[src/rtl/reg_wb_queue.sv]
// Register-file writeback queue: MEM/EX offers buffered in program order, one regfile write per cycle, 1-cycle latency.
// Backpressure via mem_ready/ex_ready from start-of-cycle free slots; WB_BYPASS_EN gives a 0-cycle path when empty.
module reg_wb_queue #(
    parameter int DEPTH  = 4,
    parameter int DATA_W = 16,
    parameter int ADDR_W = 3,
    parameter int OP_W   = 3
) (
    input  logic                     clk_50MHz,
    input  logic                     rst,
    input  logic                     mem_valid,
    output logic                     mem_ready,
    input  logic [OP_W-1:0]          mem_op,
    input  logic [ADDR_W-1:0]        mem_addr,
    input  logic [DATA_W-1:0]        mem_data,
    input  logic                     ex_valid,
    output logic                     ex_ready,
    input  logic [OP_W-1:0]          ex_op,
    input  logic [ADDR_W-1:0]        ex_addr,
    input  logic [DATA_W-1:0]        ex_data,
    output logic [OP_W-1:0]          reg_op,
    output logic [ADDR_W-1:0]        wb_addr,
    output logic [DATA_W-1:0]        wb_data,
    input  logic [OP_W-1:0]          q_op,
    input  logic [ADDR_W-1:0]        q_addr,
    output logic                     q_hit,
    output logic [DATA_W-1:0]        q_data,
    output logic [$clog2(DEPTH):0]   count
);
    localparam int PTR_W = $clog2(DEPTH);
    localparam int CNT_W = PTR_W + 1;
    localparam logic [OP_W-1:0] OP_NOP = '0;
    localparam logic [OP_W-1:0] OP_REG = OP_W'(1);

    function automatic logic is_nop(input logic [OP_W-1:0] op);
        return (op == OP_NOP) || (op > OP_W'(5));
    endfunction

    logic [OP_W-1:0]   fifo_op   [DEPTH];
    logic [ADDR_W-1:0] fifo_addr [DEPTH];
    logic [DATA_W-1:0] fifo_data [DEPTH];
    logic [PTR_W-1:0]  rd_ptr, wr_ptr, q_idx;
    logic [OP_W-1:0]   out_op;
    logic [ADDR_W-1:0] out_addr;
    logic [DATA_W-1:0] out_data;
    logic [CNT_W-1:0]  free;
    logic mem_act, ex_act, mem_acc, ex_acc, mem_enq, ex_enq, pop;

    assign free      = CNT_W'(DEPTH) - count;
    assign mem_act   = mem_valid & ~is_nop(mem_op);
    assign ex_act    = ex_valid & ~is_nop(ex_op);
    assign mem_ready = is_nop(mem_op) | (free != '0);
    // EX may only take the last slot when MEM is not competing for it.
    assign ex_ready  = is_nop(ex_op) | (free > CNT_W'(1)) | ((free != '0) & ~mem_act);
    assign mem_acc   = mem_act & mem_ready;
    assign ex_acc    = ex_act & ex_ready;
    assign pop       = (count != '0);

`ifdef WB_BYPASS_EN
    logic byp_mem, byp_ex;
    assign byp_mem = ~pop & mem_act;
    assign byp_ex  = ~pop & ex_act & ~mem_act;
    assign mem_enq = mem_acc & ~byp_mem;
    assign ex_enq  = ex_acc & ~byp_ex;

    always_comb begin
        reg_op  = out_op;
        wb_addr = out_addr;
        wb_data = out_data;
        if (byp_mem) begin
            reg_op  = mem_op;
            wb_addr = mem_addr;
            wb_data = mem_data;
        end else if (byp_ex) begin
            reg_op  = ex_op;
            wb_addr = ex_addr;
            wb_data = ex_data;
        end
    end
`else
    assign mem_enq = mem_acc;
    assign ex_enq  = ex_acc;
    assign reg_op  = out_op;
    assign wb_addr = out_addr;
    assign wb_data = out_data;
`endif

    always_ff @(posedge clk_50MHz) begin
        if (mem_enq) begin
            fifo_op[wr_ptr]   <= mem_op;
            fifo_addr[wr_ptr] <= mem_addr;
            fifo_data[wr_ptr] <= mem_data;
        end
        if (ex_enq) begin
            fifo_op[wr_ptr + PTR_W'(mem_enq)]   <= ex_op;
            fifo_addr[wr_ptr + PTR_W'(mem_enq)] <= ex_addr;
            fifo_data[wr_ptr + PTR_W'(mem_enq)] <= ex_data;
        end
    end

    always_ff @(posedge clk_50MHz) begin
        if (rst) begin
            rd_ptr   <= '0;
            wr_ptr   <= '0;
            count    <= '0;
            out_op   <= OP_NOP;
            out_addr <= '0;
            out_data <= '0;
        end else begin
            wr_ptr <= wr_ptr + PTR_W'(mem_enq) + PTR_W'(ex_enq);
            count  <= count + CNT_W'(mem_enq) + CNT_W'(ex_enq) - CNT_W'(pop);
            if (pop) begin
                out_op   <= fifo_op[rd_ptr];
                out_addr <= fifo_addr[rd_ptr];
                out_data <= fifo_data[rd_ptr];
                rd_ptr   <= rd_ptr + PTR_W'(1);
            end else begin
                out_op <= OP_NOP;
            end
        end
    end

    // Scan oldest to youngest so the last match wins; the output register is oldest.
    always_comb begin
        q_hit  = 1'b0;
        q_data = '0;
        q_idx  = '0;
        if (!is_nop(q_op)) begin
            if (out_op == q_op && (q_op != OP_REG || out_addr == q_addr)) begin
                q_hit  = 1'b1;
                q_data = out_data;
            end
            for (int i = 0; i < DEPTH; i++) begin
                q_idx = rd_ptr + PTR_W'(i);
                if (CNT_W'(i) < count && fifo_op[q_idx] == q_op &&
                    (q_op != OP_REG || fifo_addr[q_idx] == q_addr)) begin
                    q_hit  = 1'b1;
                    q_data = fifo_data[q_idx];
                end
            end
        end
    end
endmodule

[config.mk]
export PLATFORM = sky130hd
export DESIGN_NAME = reg_wb_queue
export DESIGN_NICKNAME = d
export VERILOG_FILES = /design/src/rtl/reg_wb_queue.sv
export SDC_FILE = /design/constraint.sdc
export NUM_CORES = 1
export LEC_CHECK = 0
export CORE_MARGIN = 2
export CORE_UTILIZATION = 52
export CTS_CLUSTER_DIAMETER = 80
export CTS_CLUSTER_SIZE = 8
export DETAILED_ROUTE_END_ITERATION = 6
export PLACE_DENSITY_LB_ADDON = 0.12
export SYNTH_ARGS = -nofsm -noshare
export SYNTH_HDL_FRONTEND = slang
export SYNTH_SLANG_ARGS = --single-unit
[constraint.sdc]
create_clock -name clk_50MHz -period 3.38 [get_ports clk_50MHz]
set_input_delay 0.338 -clock clk_50MHz [delete_from_list [all_inputs] [get_ports clk_50MHz]]
set_output_delay 0.338 -clock clk_50MHz [all_outputs]
set_load 0.05 [all_outputs]
# Yosys cells after proc, flatten, opt, wreduce, memory -nomap -nowiden
# Memory sizes are Yosys's and may differ from the RTL's. A register that Yosys moved wholly into a read port is not among the register bits.
# Index checks and enable logic that the tools add are counted.
[classes] order_cmp=8 mux=22 bitwise=12 mul=0 n_eq_ne=11 reduce_logical=23 shift=0 add_sub_neg=9 div=0
[ops] cell="16-bit two-way mux" n=6
[ops] cell="3-bit equality test" n=10
[ops] cell="2-bit two-way mux" n=6
[ops] cell="1-bit two-way mux" n=10
[ops] cell="3-bit greater-than comparator (second input constant)" n=3
[ops] cell="1-bit logical AND" n=9
[ops] cell="3-bit zero test" n=3
[ops] cell="1-bit logical OR" n=8
[ops] cell="3-bit by 1-bit adder with 3-bit output" n=2
[ops] cell="1-bit by 3-bit less-than comparator with 1-bit output (first input constant)" n=2
[ops] cell="2-bit by 3-bit less-than comparator with 1-bit output (first input constant)" n=2
[ops] cell="3-bit nonzero test" n=2
[ops] cell="1-bit bitwise AND" n=5
[ops] cell="2-bit by 1-bit adder with 2-bit output" n=2
[ops] cell="2-bit adder (second input constant)" n=2
[ops] cell="1-bit inverter" n=4
[ops] cell="3-bit by 1-bit greater-than comparator with 1-bit output (second input constant)" n=1
[ops] cell="3-bit by 1-bit != test with 1-bit output (second input constant)" n=1
[ops] cell="1-bit OR" n=3
[ops] cell="3-bit by 1-bit subtractor with 3-bit output" n=1
[ops] cell="3-bit subtractor (first input constant)" n=1
[ops] cell="2-bit by 1-bit adder with 2-bit output (second input constant)" n=1
[ops] cell="2-bit OR reduction" n=1
[word_totals] mem_bits_ro=0 input_bits=54 ram_bits=88 out_inout_bits=44 n_memories=3 wordCells=94 latch_bits=0 ff_bits=29
[memory_table] memory="fifo_data" depth=4 word_bits=16 read_ports=4 rd_ports_with_merged_regs=1 wr=2 line="41" text="logic [DATA_W-1:0] fifo_data [DEPTH];"
[memory_table] memory="fifo_addr" depth=4 word_bits=3 read_ports=4 rd_ports_with_merged_regs=1 wr=2 line="40" text="logic [ADDR_W-1:0] fifo_addr [DEPTH];"
[memory_table] memory="fifo_op" depth=4 word_bits=3 read_ports=4 rd_ports_with_merged_regs=1 wr=2 line="39" text="logic [OP_W-1:0] fifo_op [DEPTH];"

# Depth between registers and ports, before layout
[logic_depth] depth_word=10 depth_mapped=12 depth_no_buf=11

# Worst setup path before layout
# No wires, ideal clock.
[synth_timing] path_type="register -> register" start="reg count[0]" end="mem fifo_addr[1][0], enable pin" slack_ns=-0.957 period_less_slack_ns=4.337 n_path_buf=1 path_stages_with_launch=9 t_arrival_ns=3.800 path_cell_list="dfxtp_1 inv_1 ha_1 ha_1 o2111ai_1 and3_1 nand3_1 clkbuf_1 o21ai_0"
[synth_rtl] item="start, declared" line="28" text="output logic [$clog2(DEPTH):0] count"
[synth_rtl] item="start signal, assigned" line="111" text="count <= count + CNT_W'(mem_enq) + CNT_W'(ex_enq) - CNT_W'(pop);"
[synth_rtl] item="end, declared" line="40"

==> impl_metrics.ini <==
[global_routing]
grt_max_degree = 52
grtUsageMet1_pct = 42.55
grt_pass1_wl_mm = 35.10
grt_use_met3_pct = 8.306
busiest_layer = met1
overflow = 0
grt_pass1_vias = 5954
antenna_found_initial = 1
grt_use_total_pct = 28.05
grt_use_met2_pct = 39.92

[place]
placed_cells = 930
place.gp.congestion = 0.8915
dp_hpwl_mm = 15.96
io_buffers = 97

[drt]
antenna_left = 0
drtIter0Drc = 626
drc_errors = 0
num_vias = 6221
dr.pass1.iters = 5
wl_per_cell_microns = 23.79
drt-vias-per-instance = 6.433
wl_mm = 23.01

[yosys]
ys_top_cells_by_area = edfxtp_1 32%, mux4_2 23%, mux2_2 10%, dfxtp_1 7.4%, a21oi_1 2.6%
yosysSeqAreaShare_pct = 39.08
synth_xor_area_share_pct = 3.881
synth_compound_area_share_pct = 8.690
synth_ff_type = edfxtp_1
syn_inst = 641
synth_mux_area_share_pct = 35.63
syn-num-nets = 706
synth_area_sq_um = 8351
synth_top_area_share_pct = 31.65
synth_cell_types = 48
synthArstFlopShare_pct = 0
synth-seq-cells = 119
synth_common_cells = 88 x edfxtp_1, 84 x mux4_2, 76 x mux2_2, 46 x nand2_1, 44 x a21oi_1
yosys.cell_count.top_type = edfxtp_1
synth_warnings = 0
synth_edf_count = 88
syn_area_per_cell_sq_um = 13.03
synth_top_family_by_area = multiplexers
yosys.area.top_type = edfxtp_1
synth-simple-area-share_pct = 7.282
synthAdderAreaFrac_pct = 1.828

[clocking]
clock-sinks = 119
clk_latency_ns = 0.42
cts_max_level = 4
cts.clk_slew.worst_paths_ns = 0.06
cts_buffers = 17
cts_tree = done
cts-root-buf = clkbuf_16
clock_path_buffers = 2
ctsHoldBuffers = 0

[critical_path]
cp-start-kind = flip-flop
crit_required_ns = 3.04
worst-setup-path-type = flip-flop to output pin
cp.arrival_ns = 3.28
r2r-start = count[0]$_SDFF_PP0_
critPathMaxFanout = 8
end_kind = output pin
crit_start = fifo_op[2][0]$_DFFE_PP_

[cells_and_area]
fin_nets = 804
regArea_sq_um = 3274
final_layout_size_suffix_gt1_share_pct = 38.62
final_cells = 967
diodes = 0
final_core_util_pct = 67.19
multiInputGateArea_sq_um = 4921
area_delta_synth_final_pct = 26.90
n_fill_cell = 1152

[sta]
fmax_ghz = 0.2764
hold_viol = 0
worst_slack_ns = -0.2377
maxSlewViolCount = 0
fin_crit_ns = 3.618
setup_violations = 17
slew_headroom_pct = 13.30
tightest_slew_ns = 1.296
fin_crit_sh_pct = 107.0
clock_skew_ns = 0.007731
rsz0062_at_grt = yes

[worst_hold_path]
min-delay-start = wb_data[9]$_SDFFE_PP0N_
hold_path.class = flip-flop to flip-flop

[pwr]
comb_power_share_pct = 59.4
power.density_nw_per_um2 = 1048
intPower_mw = 6.353
sequentialPowerShare_pct = 24.3
ir_drop_mv = 0.5673
switching_share_pct = 42.80
leakage_nw = 3.477
power_switching_mw = 4.754
clock_power_share_pct = 16.3

[floorplan]
io_pins = 98
start_util_pct = 52.95
rows = 46
die_x_microns = 130.7
core_region_area_sq_um = 15770
die-area_sq_um = 17090
die_h_microns = 130.7

[outcome]
violations = negative setup slack
outcome = finished, violations left

[job]
cap_violations = 0
==> kinds of logic after synthesis <==
kind of cell | after synthesis
compound gates | 100
xor+xnor | 37
fa+ha+maj | 11
buf+inv | 64
flops | 119
mux | 178
simple gates | 132
==> worst paths after layout <==
kind / to / depth (start not counted) / slack, ns
max: q_data[14] / 8 / -0.24
min: wb_data[9]$_SDFFE_PP0N_ / 2 / 0.48
max reg2reg: fifo_data[0][1]$_DFFE_PP_ / 11 / 0.30
min reg2reg: wb_data[9]$_SDFFE_PP0N_ / 2 / 0.48
==> state kept, by name, summed over array words and instances, names as in the netlist, named ones only <==
signal / cells
count: 3
fifo_addr: 12
fifo_data: 64
fifo_op: 12
rd_ptr: 2
reg_op: 3
wb_addr: 3
wb_data: 16
wr_ptr: 2
==> power by group through the flow <==
| stage | Clock (mW) | Combinational (mW) | Sequential (mW) |
|---|---|---|---|
| floorplan | 0 | 3.96 | 2.99 |
| global placement | 0 | 6.30 | 2.64 |
| detailed placement | 0 | 6.38 | 2.69 |
| CTS | 1.83 | 6.51 | 2.68 |
| global route | 1.90 | 6.99 | 2.75 |
| finish | 1.81 | 6.60 | 2.70 |
==> cells in the final DEF, fill, tap and decap left out, types with 3 or more instances in the layout <==
cell,instances
mux2i_1,4
mux4_2,86
a21oi_1,33
a2111o_1,16
clkbuf_16,18
edfxtp_1,88
dfxtp_2,3
clkinv_1,4
a31oi_1,17
nand2_1,44
buf_4,29
xor2_1,17
nor3b_1,3
bufinv_16,3
nor2_1,41
clkdlybuf4s50_1,80
dfxtp_1,26
ha_1,9
inv_1,7
mux2_1,12
clkinvlp_4,5
nor3_1,7
buf_12,23
nand3_1,20
a21oi_2,21
nor2b_1,3
xnor2_1,18
mux2_2,76
==> repair_timing <==
| item | 4_1_cts | 5_1_grt |
|---|---|---|
| resized for setup | 16 | 9 |
| setup endpoints to repair | 17 | 17 |
| setup buffers | 2 | 3 |
| pin swaps | 33 | 2 |
| gates cloned | 1 | 0 |
==> final cells by class <==
type | instances | share of cell area, %
repair buffers | 134 | 14.30
well taps | 216 | 2.550
flip-flops and latches | 119 | 30.90
multi-input cells | 459 | 46.44
clock inverters | 14 | 1.511
clock buffers | 17 | 4.015
inverters | 8 | 0.2834
==> critical path, stage by stage (launching register included) <==
cell and delay (ns):
edfxtp_1 0.45, mux4_2 0.55, xor2_2 0.18, a2111oi_4 0.55, o21a_4 0.28, a21oi_1 0.08, a2111o_1 0.38, a21oi_2 0.22
buf_12 0.17
==> through the flow <==
step	hold slack, ns	cell area, sq um	power [mW]	worst slack, ns	setup TNS (ns)
after CTS	0.4734	10540	11.01	-0.1905	-2.738
after floorplan	0.5389	8386	6.951	0.05244	0
after global placement	0.4574	9873	8.941	0.04749	0
final	0.4828	10600	11.11	-0.2377	-3.438
after global routing	0.4864	10600	11.64	-0.3305	-4.853
after detailed placement	0.4640	9873	9.074	-0.03551	-0.09561
==> per-layer routing <==
| metal | share of wire (%) | routed length [microns] |
|---|---|---|
| met1 | 43 | 9961 |
| met2 | 44 | 10230 |
| met3 | 11 | 2535 |
| met4 | 1.2 | 272 |
| met5 | 0.035 | 8 |
Note: power is estimated with default switching activity, not from simulation.
